### src/rtl/pkts_rx_buffer.sv
// Store-and-forward packet buffer: packets reach egress only once their last
// word is in; a packet longer than the buffer is discarded and flagged by drop.
module pkts_rx_buffer #(
  parameter int unsigned WIDTH = 32,
  parameter int unsigned DEPTH = 16
) (
  input  logic                     clk,
  input  logic                     rst_n,
  input  logic [WIDTH-1:0]         in_tdata,
  input  logic                     in_tlast,
  input  logic                     in_tvalid,
  output logic                     in_tready,
  output logic [WIDTH-1:0]         out_tdata,
  output logic                     out_tlast,
  output logic                     out_tvalid,
  input  logic                     out_tready,
  output logic                     drop,
  output logic [$clog2(DEPTH):0]   pkt_count
);

  localparam int unsigned ADDR_W = $clog2(DEPTH);
  localparam int unsigned PTR_W  = ADDR_W + 1;

  typedef enum logic {RECV, DROP} state_t;

  state_t             state, state_next;
  logic [PTR_W-1:0]   wr_ptr, commit_ptr, rd_ptr;
  logic [PTR_W-1:0]   wr_next, commit_next;
  logic               drop_next;
  logic               ready_en;
  logic               wr_en;
  logic               full;
  logic               rd_fire;
  logic               commit_evt;
  logic               last_rd;
  logic [WIDTH:0]     mem [DEPTH];
  logic [WIDTH:0]     rd_word;

  // Egress view: head entry at rd_ptr, valid whenever committed data is waiting.
  assign full       = (wr_ptr - rd_ptr) == PTR_W'(DEPTH);
  assign rd_word    = mem[rd_ptr[ADDR_W-1:0]];
  assign out_tdata  = rd_word[WIDTH-1:0];
  assign out_tlast  = rd_word[WIDTH];
  assign out_tvalid = (rd_ptr != commit_ptr);
  assign rd_fire    = out_tvalid & out_tready;
  assign last_rd    = rd_fire & rd_word[WIDTH];
  assign commit_evt = wr_en & in_tlast;

  // Ingress FSM next-state, write pointer/commit control and handshake.
  always_comb begin
    state_next  = state;
    wr_next     = wr_ptr;
    commit_next = commit_ptr;
    drop_next   = 1'b0;
    wr_en       = 1'b0;
    in_tready   = 1'b0;
    case (state)
      RECV: begin
        if (!full) begin
          in_tready = ready_en;
          if (in_tvalid && ready_en) begin
            wr_en   = 1'b1;
            wr_next = wr_ptr + PTR_W'(1);
            if (in_tlast) commit_next = wr_ptr + PTR_W'(1);
          end
        end else if (commit_ptr == rd_ptr) begin
          // The partial packet alone fills the buffer: it can never fit.
          state_next = DROP;
          wr_next    = commit_ptr;
        end
      end
      DROP: begin
        in_tready = 1'b1;
        if (in_tvalid && in_tlast) begin
          drop_next  = 1'b1;
          state_next = RECV;
        end
      end
      default: state_next = RECV;
    endcase
  end

  // State, pointers, drop pulse and packet counter.
  always_ff @(posedge clk or negedge rst_n) begin
    if (!rst_n) begin
      state      <= RECV;
      wr_ptr     <= '0;
      commit_ptr <= '0;
      rd_ptr     <= '0;
      drop       <= 1'b0;
      ready_en   <= 1'b0;
      pkt_count  <= '0;
    end else begin
      state      <= state_next;
      wr_ptr     <= wr_next;
      commit_ptr <= commit_next;
      drop       <= drop_next;
      ready_en   <= 1'b1;
      if (rd_fire) rd_ptr <= rd_ptr + PTR_W'(1);
      case ({commit_evt, last_rd})
        2'b10:   pkt_count <= pkt_count + PTR_W'(1);
        2'b01:   pkt_count <= pkt_count - PTR_W'(1);
        default: pkt_count <= pkt_count;
      endcase
    end
  end

  // Packet storage; contents survive reset since pointers define validity.
  always_ff @(posedge clk) begin
    if (wr_en) mem[wr_ptr[ADDR_W-1:0]] <= {in_tlast, in_tdata};
  end

endmodule

### config.mk
export PLATFORM = sky130hd
export DESIGN_NAME = pkts_rx_buffer
export DESIGN_NICKNAME = d
export VERILOG_FILES = /design/src/rtl/pkts_rx_buffer.sv
export SDC_FILE = /design/constraint.sdc
export NUM_CORES = 1
export LEC_CHECK = 0
export ABC_CLOCK_PERIOD_IN_PS = 6100
export CAP_MARGIN = 25
export CORE_MARGIN = 2
export CORE_UTILIZATION = 47
export CTS_CLUSTER_SIZE = 10
export DETAILED_ROUTE_END_ITERATION = 16
export HOLD_SLACK_MARGIN = 0.15
export PLACE_DENSITY = 0.71
export SLEW_MARGIN = 15
export SYNTH_ARGS = -nofsm -noshare
export SYNTH_HDL_FRONTEND = slang
export SYNTH_SLANG_ARGS = --single-unit
export TNS_END_PERCENT = 50
### constraint.sdc
create_clock -name clk -period 6.1 [get_ports clk]
set_input_delay 0.915 -clock clk [delete_from_list [all_inputs] [get_ports clk]]
set_output_delay 0.915 -clock clk [all_outputs]
set_load 0.005 [all_outputs]
==> reports/results.ini <==
[route]
vias_per_cell = 5.86
drtIter0Drc = 785
drt_wl_total_um = 43900
wl_per_cell_um = 26.9
ant_nets = 0
drtPass1Iterations = 5
vias = 9558
drc = 0

[logic_synthesis]
synth_top_family_by_area = multiplexers
netlist_area_mm2 = 0.0214
syn_avg_cell_area_um2 = 23.9
synth_compound_area_share_pct = 0.750
synth_seq_cells = 551
ys_seq_area_share_pct = 76.9
synth.top_cell.area_share_pct = 74.2
yosys.area_share.simple_pct = 1.60
synth.distinct_cells = 41
synth-xor-area-share_pct = 0.738
async_flop_share_pct = 4.17
synth_top_flop_cell = edfxtp_1
postSynthCellCount = 892
synth_edf_count = 528
syn-num-nets = 943
synth_area_leader_cell = edfxtp_1
synth_area_leaders = edfxtp_1, mux4_2, dfrtp_1, ha_1, buf_6
synth_adder_area_share_pct = 0.855
synthMuxAreaShare_pct = 17.7
synth_warnings = 0

[clocking]
clk_latency_ps = 600
ctsResizeCount = 0
cts-buffers-inserted = 61
clkTransAtPathRegs_ps = 50
cts_tree = done
root_buffer = clkbuf_16
clockBufferDepth = 3
htree_levels = 2
clock_sinks = 551
postCtsHoldBufs = 0
postCtsSetupBuffers = 0

[timing]
hold_viol = 0
worst_pin_slew_ps = 1030
relSlewSlack_pct = 31.1
setup_viol = 0
rsz0062_at_grt = false
finalSetupTns_ps = 0
period_share_pct = 73.6
period_minus_slack_ps = 4490
fin_skew_ps = 14.6
slew_viol_final = 0
fmax_mhz = 223
fin_ws_ps = 1610

[worst_setup_path]
crit_family = flip-flops
arrival_ps = 3580
crit_top_cell = mux4_2
cp_data_required_time_ps = 5180
cp-end-kind = output port
path_max_fanout = 79
timing_worst_setup_path_type = reg2out
cpPeakStageDelay_ps = 1000
cp_num_buf_inv = 2
worstSetupStartpointType = register
path_cells = buf_12 > mux4_2 > mux4_2 > clkdlybuf4s50_1
slowest_stage = dfrtp_4

[floorplan]
io_pins = 78
die_area_mm2 = 0.0472
start_util_pct = 47.4
core-area_mm2 = 0.0451
fp.dieH_um = 217
row_count = 78
die_w_um = 217

[finish]
fillers = 3326
multi_input_area_mm2 = 0.00468
final_common_cell = edfxtp_1
area_growth_pct = 15.0
drive_above_1_share_pct = 27.0
final_nets = 1065
regArea_mm2 = 0.0164
final_cell_mix = edfxtp_1, mux4_2, clkdlybuf4s50_1, clkbuf_16, buf_4
stdcell_count = 1632

[status]
status = completed

[placed_design]
place_ws_ps = 2070
port-buffer-count = 77
dp_hpwl_um = 22800
place.gp.congestion = 0.759
dp.cells = 1551

[global_routing]
grt_use_total_pct = 19.2
grt-ovfl-total = 0
grt_max_degree = 80
grt_pass1_wl_um = 66000
grt_pass1_vias = 10100
antenna_found_initial = 2

[pwr]
power_density_mw_per_mm2 = 447
p_leak_nw = 7.78
peakVddDrop_mv = 0.255

[run]
drv_cap = 0

[worst_hold_path]
hp-class = reg2reg

state kept, by name, summed over array words and instances, names as in the netlist:
name,count
ready_en,1
drop,1
mem,528
state,1
rd_ptr,5
wr_ptr,5
commit_ptr,5
pkt_count,5
Yosys cell counts, types with 5 or more instances:
| master | n |
|---|---|
| dfrtp_1 | 23 |
| inv_1 | 11 |
| xnor2_1 | 8 |
| edfxtp_1 | 528 |
| buf_6 | 11 |
| and2_1 | 9 |
| o21ai_0 | 6 |
| clkbuf_1 | 19 |
| nor3_1 | 5 |
| mux4_2 | 165 |
| ha_1 | 13 |
| buf_2 | 7 |
| nand2_1 | 14 |
| buf_1 | 5 |
| xor2_1 | 10 |
metal layers:
| layer | vias to the layer above | global-route usage [%] | share of wire, % |
|---|---|---|---|
| met5 | - | 0 | 0 |
| met4 | 0 | 5.57 | 2.0 |
| met3 | 55 | 3.52 | 5.2 |
| met2 | 287 | 32.3 | 52 |
| met1 | 5185 | 25.9 | 41 |
| li1 | 4031 | - | - |
worst register-to-register path: stages, from the launching register on:
cell and delay [ps]:
dfrtp_4 1000, buf_12 520, mux4_2 390, mux4_2 500
and2_1 160, ha_1 230, ha_1 330, nor2b_1 140
o21ai_0 190, a21oi_1 100, nor3_1 210, xor2_1 160
power by group:
| part | switching, mW | total (mW) | internal, mW | leakage (nW) |
|---|---|---|---|---|
| Clock | 1.32 | 3.16 | 1.84 | 0.805 |
| Sequential | 0.265 | 4.68 | 4.41 | 5.03 |
| Combinational | 1.36 | 3.15 | 1.78 | 1.94 |
| Total | 2.95 | 11.0 | 8.03 | 7.78 |
stage by stage:
stage / util, % / power [mW] / cell area [um2] / hold slack (ps)
3_3_place_gp: 50.8 / 7.93 / 22900 / 502
3_5_place_dp: 50.8 / 7.96 / 22900 / 495
2_1_floorplan: - / 6.79 / 21400 / 465
6_report: 54.5 / 11.0 / 24600 / 483
5_1_grt: 54.5 / 11.5 / 24600 / 523
4_1_cts: 54.5 / 11.1 / 24600 / 505
layout make-up:
class,count,area share [%]
tap,600,3.06
multi-input combinational,287,19.1
timing repair buffer,101,4.02
antenna,2,0.0204
inverter,12,0.183
sequential,551,66.9
clock buffer,76,6.66
clock inverter,3,0.0662
final timing paths:
path | startpoint | endpoint | slack [ps] | cells past startpoint
setup / recovery | rd_ptr[1] | out_tdata[24] | 1610 | 4
hold / removal | pkt_count[4] | pkt_count[4] | 480 | 1
max in group asynchronous | rst_n | rd_ptr[0] | 5160 | 2
min in group asynchronous | rst_n | ready_en | 670 | 2
setup reg to reg | rd_ptr[1] | pkt_count[4] | 2110 | 11
hold reg to reg | pkt_count[4] | pkt_count[4] | 480 | 1
cell families (layout without fill, tap and decap cells):
kind of cell               Yosys count  count (layout)
AOI/OAI and AO/OA                   22              22
adders and majority gates           14              14
xor gates and xnor gates            18              18
buffers and inverters               54             192
muxes                              172             172
other                                1               3
and+or+nand+nor                     60              60
DFF                                551             551
Power figures use the tool's default switching activity.
